$ cat src/rtl/mux21_1007.sv
// Registered 2:1 data multiplexer with a saturating select-switch counter.
// Define MUX21_1007_SYNC_SEL_EN to pass s through a 2-flop synchronizer first.
module mux21_1007 #(
  parameter int WIDTH = 1,
  parameter int CNT_W = 8
) (
  input  logic             clk,
  input  logic             rst_n,
  input  logic             en,
  input  logic [WIDTH-1:0] a,
  input  logic [WIDTH-1:0] b,
  input  logic             s,
  output logic [WIDTH-1:0] y,
  output logic             sel_q,
  output logic [CNT_W-1:0] switch_cnt
);

  localparam logic [CNT_W-1:0] CNT_MAX = '1;

  logic sel_eff;

`ifdef MUX21_1007_SYNC_SEL_EN
  // s may be asynchronous; two flops give metastability time before use.
  logic [1:0] sel_sync;

  always_ff @(posedge clk or negedge rst_n) begin
    if (!rst_n) begin
      sel_sync <= 2'b00;
    end else begin
      sel_sync <= {sel_sync[0], s};
    end
  end

  assign sel_eff = sel_sync[1];
`else
  assign sel_eff = s;
`endif

  // y uses the select being loaded this edge, so data and select stay aligned.
  always_ff @(posedge clk or negedge rst_n) begin
    if (!rst_n) begin
      y          <= '0;
      sel_q      <= 1'b0;
      switch_cnt <= '0;
    end else begin
      sel_q <= sel_eff;
      if ((sel_eff != sel_q) && (switch_cnt != CNT_MAX)) begin
        switch_cnt <= switch_cnt + CNT_W'(1);
      end
      if (en) begin
        y <= sel_eff ? b : a;
      end
    end
  end

endmodule

$ cat config.mk
export PLATFORM = sky130hd
export DESIGN_NAME = mux21_1007
export DESIGN_NICKNAME = d
export VERILOG_FILES = /design/src/rtl/mux21_1007.sv
export SDC_FILE = /design/constraint.sdc
export NUM_CORES = 1
export LEC_CHECK = 0
export ABC_AREA = 1
export BUFFER_PORTS_ARGS = -buffer_cell sky130_fd_sc_hd__buf_2
export CORE_AREA = 2 2 39 41
export DETAILED_ROUTE_END_ITERATION = 10
export DIE_AREA = 0 0 41 43
export GPL_TIMING_DRIVEN = 0
export PLACE_DENSITY = 0.7
export SLEW_MARGIN = 30
export SYNTH_ARGS = -nofsm -noshare
export SYNTH_HDL_FRONTEND = slang
export SYNTH_SLANG_ARGS = --single-unit
$ cat constraint.sdc
create_clock -name clk -period 2.2 [get_ports clk]
set_input_delay 0 -clock clk [delete_from_list [all_inputs] [get_ports clk]]
set_output_delay 0 -clock clk [all_outputs]
set_load 0.02 [all_outputs]
== Word-level counts from Yosys, hierarchy flattened ==
Cells that the tools add are included.

* Register bits after elaboration: 10
* Input port bits: 6
* Output and inout bits: 10
* Logic and storage cells: 8

* Add/sub/neg operators: 1
* Eq/ne operators: 2
* Muxes and demuxes: 1
* Reduce and logical (&&, ||, !) cells: 1

{| class="wikitable"
|+ Operators with widths
! kind !! number
|-
| adder 8 x 1 -> 8 bit (second input constant) || 1
|-
| != test 8 bit (second input constant) || 1
|-
| logical AND 1 bit || 1
|-
| 2-to-1 mux 1 bit || 1
|-
| != test 1 bit || 1
|}

== Longest topological paths before layout ==
Gate-level depths: netlist of run 1.

* Depth in word-level cells: 2
* Mapped depth: 7
* Depth with buffers taken out: 7

== Worst setup path before layout of run 1 ==
No wires, ideal clock.

* Path kind: reg2reg
* Start point: reg switch_cnt[0]
* End point: reg switch_cnt[2]
* Setup time: 0.122 ns
* Data arrival time: 1.151 ns
* Required time: 2.078 ns
* Path slack: 0.927 ns
* Cell stages (with the launch flop): 8
* Path buffers: 0
* Clock period less this slack: 1.273 ns
* Cells stage by stage: dfrtp_1 -> ha_1 -> nand2_2 -> nor2_4 -> nand2_4 -> nand2_4 -> nand2_1 -> o21ai_2

* Word-level cells in the longest chain between the ends: 2
* Elaborated cells on any way between the ends: 3
* Classes of those cells: add/sub (1); eq/ne (1); reduce/logical (1)

{| class="wikitable"
|+ Ends and longest elaborated chain
! what !! line !! text
|-
| start: declaration || 15 || <nowiki>output logic [CNT_W-1:0] switch_cnt</nowiki>
|-
| start signal: assignment || 48 || <nowiki>switch_cnt <= switch_cnt + CNT_W'(1);</nowiki>
|-
| parallel branches: the longest is 2 deep, another holds adder 8 x 1 -> 8 bit || n/a ||
|}

Several ways; the timed one is not identified.
A chain may end at the register's enable or synchronous reset.

== Worst setup path after layout of run 1 ==
Same ends and word-level chain as after synthesis.

==> results.yml, run 1 <==
synthesis:
  synth_common_cells: "nand2_1 (27), dfrtp_1 (10), inv_1 (9)"
  ys_ff_latch: 10
  synth_ff_type: "dfrtp_1"
  synth.most_common_cell: "nand2_1"
  yosysTopAreaCell: "dfrtp_1"
  syn_inst: 76
  avgSynthCellArea_um2: 7.672
  ys_async_sr_fraction: 1.000
  yosys_warnings: 0
  synth_edf_count: 0
  synthesis.area_um2: 583.1
  syn_nets: 83
  synth_cell_type_count: 16
  yosysTopAreaCellShare: 0.4292
  seq_area_frac_synth: 0.4292
  yosys-top-cells-area: "dfrtp_1 (43%), nand2_1 (17%), nand3_1 (6.9%)"
hold_path:
  hold_path_class: "primary input to async pin"
job:
  cap_violations: 0
critical_path:
  cp-end-kind: "flop"
  crit_end: "switch_cnt[2]"
  reg2reg_slack_ns: 0.95
  path_class: "flop to flop"
  r2r_start: "switch_cnt[0]"
  crit_start: "switch_cnt[0]"
  critical_path.startpoint_type: "flop"
  r2r_end: "switch_cnt[2]"
  worst-r2r-cell-count: 7
  critPathMaxFanout: 9
  required_ns: 2.36
  critPathArrivalTime_ns: 1.41
final_layout:
  syn2layout_area_growth_pct: 29.40
  fin_nets: 107
  num_antenna_cells: 0
  final.fill_count: 124
  final_layout_size_suffix_gt1_frac: 0.2929
floorplanning:
  die_y_um: 43
  dieArea_um2: 1763
  placementRows: 14
  start_util: 0.4213
  io_pins: 16
  die_w_um: 41
  core_area_um2: 1384
global_route:
  grt_use_met2: 0.2188
  grt-ovfl-total: 0
  busiest_layer: "met2"
  antenna_found_initial: 0
  grt_max_degree: 11
  grt_pass1_vias: 461
  gr-usage-met3: 0.04712
  grt_util_all_layers: 0.1587
  grt_pass1_wl_mm: 1.856
  use_met1: 0.2181
placed_design:
  dp.final_hpwl_um: 817.6
  place_congestion: 0.7305
  io_buffers: 15
  pre_cts_ws_ns: 0.9494
sta:
  fin_crit_sh: 0.5679
  hold_viol_final: 0
  clock_skew_ns: 0.003761
  setup_viol_count_final: 0
  fin_ws_ns: 0.9507
  relSlewSlack: 0.8385
  max_freq_mhz: 800.4
  drv_slew: 0
  tightest_slew_ns: 0.2423
  tns_ns: 0
  rsz0062_at_grt: "false"
  fin_crit_ns: 1.249
clocking:
  clkLatencyLatePin_ns: 0.27
  cts-buffers-inserted: 3
  cts.clk_slew.worst_paths_ns: 0.07
  clock-root-buffer: "clkbuf_4"
  clk_path_buf_depth: 2
  cts_tree: "done"
  ctsHtreeMaxLevel: 1
  numClockSinks: 10
  cts_setup_buffers: 0
power:
  leakage_nw: 0.4055
  power_density_nw_per_um2: 914.3
  ir_drop_mv: 0.5620
routing:
  avgViaCountPerCell: 4.704
  drt_wl_total_mm: 1.103
  wire_per_inst_um: 9.591
  vias: 541
  drc: 0
  postRouteAntennaNets: 0
  first_iter_violations: 9
  firstDrtPassIters: 6
status:
  outcome: "complete, no violations"
## kinds of logic after synthesis
logic type      share of synthesized area
simple gates                       0.4442
buf+inv                           0.06437
flops                              0.4292
compound gates                    0.02576
xor+xnor                          0.01502
fa+ha+maj                         0.02146
## power by group
part / switching [mW] / total, mW / internal, mW / leakage (nW)
Clock: 0.0715 / 0.172 / 0.101 / 0.0210
Combinational: 0.147 / 0.236 / 0.0898 / 0.262
Sequential: 0.0543 / 0.281 / 0.227 / 0.122
Total: 0.272 / 0.690 / 0.417 / 0.405
## placed cells by master, fill, tap and decap left out
| cell | synthesis | final |
|---|---|---|
| nand2_1 | 27 | 27 |
| buf_2 | 0 | 15 |
| dfrtp_1 | 10 | 10 |
| inv_1 | 9 | 9 |
| nand3_1 | 8 | 8 |
| nor2_1 | 6 | 6 |
| dlygate4sd3_1 | 0 | 4 |
| nand2_4 | 3 | 3 |
| clkbuf_4 | 0 | 3 |
| nand2_2 | 2 | 2 |
| nor2_4 | 2 | 2 |
| nand4_1 | 2 | 2 |
| xnor2_1 | 1 | 1 |
| inv_2 | 1 | 1 |
| o21ai_2 | 1 | 1 |
| nand3b_1 | 1 | 1 |
| nor2_2 | 1 | 1 |
| a31oi_1 | 1 | 1 |
| ha_1 | 1 | 1 |
| clkbuf_8 | 0 | 1 |
## critical path, stage by stage, from the launching register on
cell and delay [ns]:
dfrtp_1 0.42, ha_1 0.25, nand2_2 0.12, nor2_4 0.05, nand2_4 0.12, nand2_4 0.07, nand2_1 0.07, o21ai_2 0.05
## stage by stage
step	utilization	cells	total power [mW]	instance area (um^2)	hold slack, ns
floorplan	-	76	0.4415	583.1	-0.2956
global placement	0.4901	107	0.5099	678.2	-0.1229
detailed placement	0.4901	107	0.5192	678.2	-0.1203
CTS	0.5452	115	0.6961	754.5	0.1226
global route	0.5452	115	0.7391	754.5	0.1357
finish	0.5452	115	0.6898	754.5	0.1125
## sequential cells by signal, indices dropped and copies added, names as in the netlist
name	flops
switch_cnt	8
sel_q	1
y	1
## what timing repair did
action                    in CTS  in global routing
hold buffers                   4                  0
resized for setup              0                  0
hold endpoints to repair      12                  0
## final cells by class
| class | instances | area, um^2 | share of cell area |
|---|---|---|---|
| clock buffer | 4 | 36.28 | 0.04809 |
| sequential | 10 | 250.2 | 0.3317 |
| tap | 16 | 20.02 | 0.02653 |
| multi-input combinational | 56 | 295.3 | 0.3914 |
| timing repair buffer | 19 | 115.1 | 0.1526 |
| inverter | 10 | 37.54 | 0.04975 |
## worst min path at each step
stage | from | end | depth (start not counted)
5_1_grt | rst_n | switch_cnt[1] | 2
3_3_place_gp | rst_n | switch_cnt[1] | 1
6_report | rst_n | switch_cnt[1] | 2
4_1_cts | rst_n | switch_cnt[1] | 2
3_5_place_dp | rst_n | switch_cnt[1] | 1
2_1_floorplan | rst_n | sel_q | 0
## layer usage
metal | vias to the layer above | wire length (um)
met5 | - | 0
met4 | 0 | 17
met3 | 2 | 59
met2 | 18 | 512
met1 | 235 | 514
li1 | 286 | -
Power figures use the tool's default switching activity.
==> run 2: changes to the inputs <==
==> constraint.sdc (replaced) <==
create_clock -name clk -period 1.2 [get_ports clk]
set_input_delay 0 -clock clk [delete_from_list [all_inputs] [get_ports clk]]
set_output_delay 0 -clock clk [all_outputs]
set_load 0.02 [all_outputs]
==> run 2 against run 1 <==
Effect of this change: clock-buffer cell count unchanged; critical path depth decreased by 1; hold slack improved by 0.0031 ns; die area unchanged; final cell count increased by 3.5%; largest power group unchanged; clock power increased by 84%; critical path type unchanged; global-route usage increased by 1.7 points.
==> results.yml, run 2 (same netlist as run 1, synthesis figures left out) <==
routing:
  firstDrtPassIters: 4
  drc: 0
  vias: 563
  wire_per_inst_um: 10.88
  drt_wl_total_mm: 1.295
  avgViaCountPerCell: 4.731
  postRouteAntennaNets: 0
  first_iter_violations: 3
power:
  seq_power_share: 0.392
  ir_drop_mv: 0.9231
  leakage_nw: 0.4268
  switchingPower_mw: 0.5371
  power_density_nw_per_um2: 1674
  clockPowerShare: 0.233
  swShare: 0.3950
  p_total_mw: 1.360
  intPower_mw: 0.8225
  combPwrFrac: 0.375
floorplanning:
  start_util: 0.4213
  core_area_um2: 1384
  die_w_um: 41
  io_pins: 16
  placementRows: 14
  die_y_um: 43
  dieArea_um2: 1763
clocking:
  clkLatencyLatePin_ns: 0.27
  cts-buffers-inserted: 3
  ctsHtreeMaxLevel: 1
  cts_tree: "done"
  clk_path_buf_depth: 2
  cts.clk_slew.worst_paths_ns: 0.08
  numClockSinks: 10
  clock-root-buffer: "clkbuf_4"
placed_design:
  place_congestion: 0.7415
  placed_cells: 107
  dp.final_hpwl_um: 873.3
  io_buffers: 15
critical_path:
  critPathSlowestCell: "dfrtp_2"
  cp-end-kind: "flop"
  crit_path_cell_trace: "ha_4, nand2_4, nor2_4, nand2_2, nand3b_1, nand2_1"
  critPathMaxFanout: 4
  critPathMaxStageDelay_ns: 0.39
  path_class: "flop to flop"
  critPathArrivalTime_ns: 1.32
  path_buf_inv: 0
  required_ns: 1.37
  critical_path.startpoint_type: "flop"
  crit_family: "simple AND/OR/NAND/NOR gates"
final_layout:
  finalNonFillerCells: 119
  num_antenna_cells: 0
  final_layout_size_suffix_gt1_frac: 0.3689
  mostFrequentLayoutCell: "nand2_1"
  largest_reg_flops: 8
  final_util: 0.5868
  final_cell_mix: "nand2_1 (26), buf_2 (15), inv_1 (9)"
  top_regs: "switch_cnt x8, sel_q x1, y x1"
  regMostFlops: "switch_cnt"
  syn2layout_area_growth_pct: 39.27
  fin_nets: 111
global_route:
  grt-ovfl-total: 0
  antenna_found_initial: 0
  grt_util_all_layers: 0.1760
  grt_max_degree: 11
  grt_pass1_wl_mm: 2.076
  grt_pass1_vias: 512
job:
  cap_violations: 0
sta:
  fin_crit_sh: 0.9581
  tns_ns: 0
  rsz0062_at_grt: "true"
  relSlewSlack: 0.8438
  hold_ws_ns: 0.1156
  tightest_slew_ns: 0.2344
  drv_slew: 0
  max_freq_mhz: 869.7
  hold_viol_final: 0
  setup_viol_count_final: 0
  fin_crit_ns: 1.150
  clock_skew_ns: 0.004918
status:
  outcome: "complete, no violations"
hold_path:
  hold_path_class: "primary input to async pin"
-- run 2: routing by layer --
| layer | part of all wire | global-route usage |
|---|---|---|
| met1 | 0.46 | 0.2148 |
| met2 | 0.49 | 0.2844 |
| met3 | 0.036 | 0.03141 |
| met4 | 0.012 | 0.08000 |
| met5 | 0 | 0 |
-- run 2: power by group through the flow --
stage	logic, mW	registers (mW)	clock network (mW)
6_report	0.510	0.533	0.317
2_1_floorplan	0.212	0.625	0
5_1_grt	0.579	0.549	0.339
3_5_place_dp	0.442	0.537	0
4_1_cts	0.472	0.526	0.317
3_3_place_gp	0.429	0.536	0
-- run 2: path summary, 6_finish.rpt --
path,from,end,slack (ns),depth (start not counted)
max reg2reg,switch_cnt[1],switch_cnt[0],0.05,6
max in group asynchronous,rst_n,switch_cnt[0],0.87,2
min,rst_n,switch_cnt[3],0.12,2
min in group clk,s,sel_q,0.45,2
min reg2reg,switch_cnt[7],switch_cnt[7],0.53,2
max,switch_cnt[1],switch_cnt[0],0.05,6
-- run 2: timing repair --
action	CTS	global route
buffers inserted	1	1
endpoints found under the setup margin	3	7
gates cloned	0	1
hold endpoints to repair	12	0
hold buffers	5	0
pin swaps	0	4
resized for setup	0	4
-- run 2: layout make-up --
type / instances / area, um^2
fill: 131 / 571.8
multi-input combinational: 57 / 324.1
sequential: 10 / 254.0
timing repair buffer: 22 / 140.1
inverter: 10 / 37.54
clock buffer: 4 / 36.28
tap: 16 / 20.02
-- run 2: per-stage QoR --
stage,instance area (um^2),setup WS (ns)
after floorplan,598.1,0.01870
after global placement,693.2,0.02231
after detailed placement,693.2,0.005921
after CTS,787.0,0.01505
after global routing,812.0,-0.01140
final,812.0,0.05023
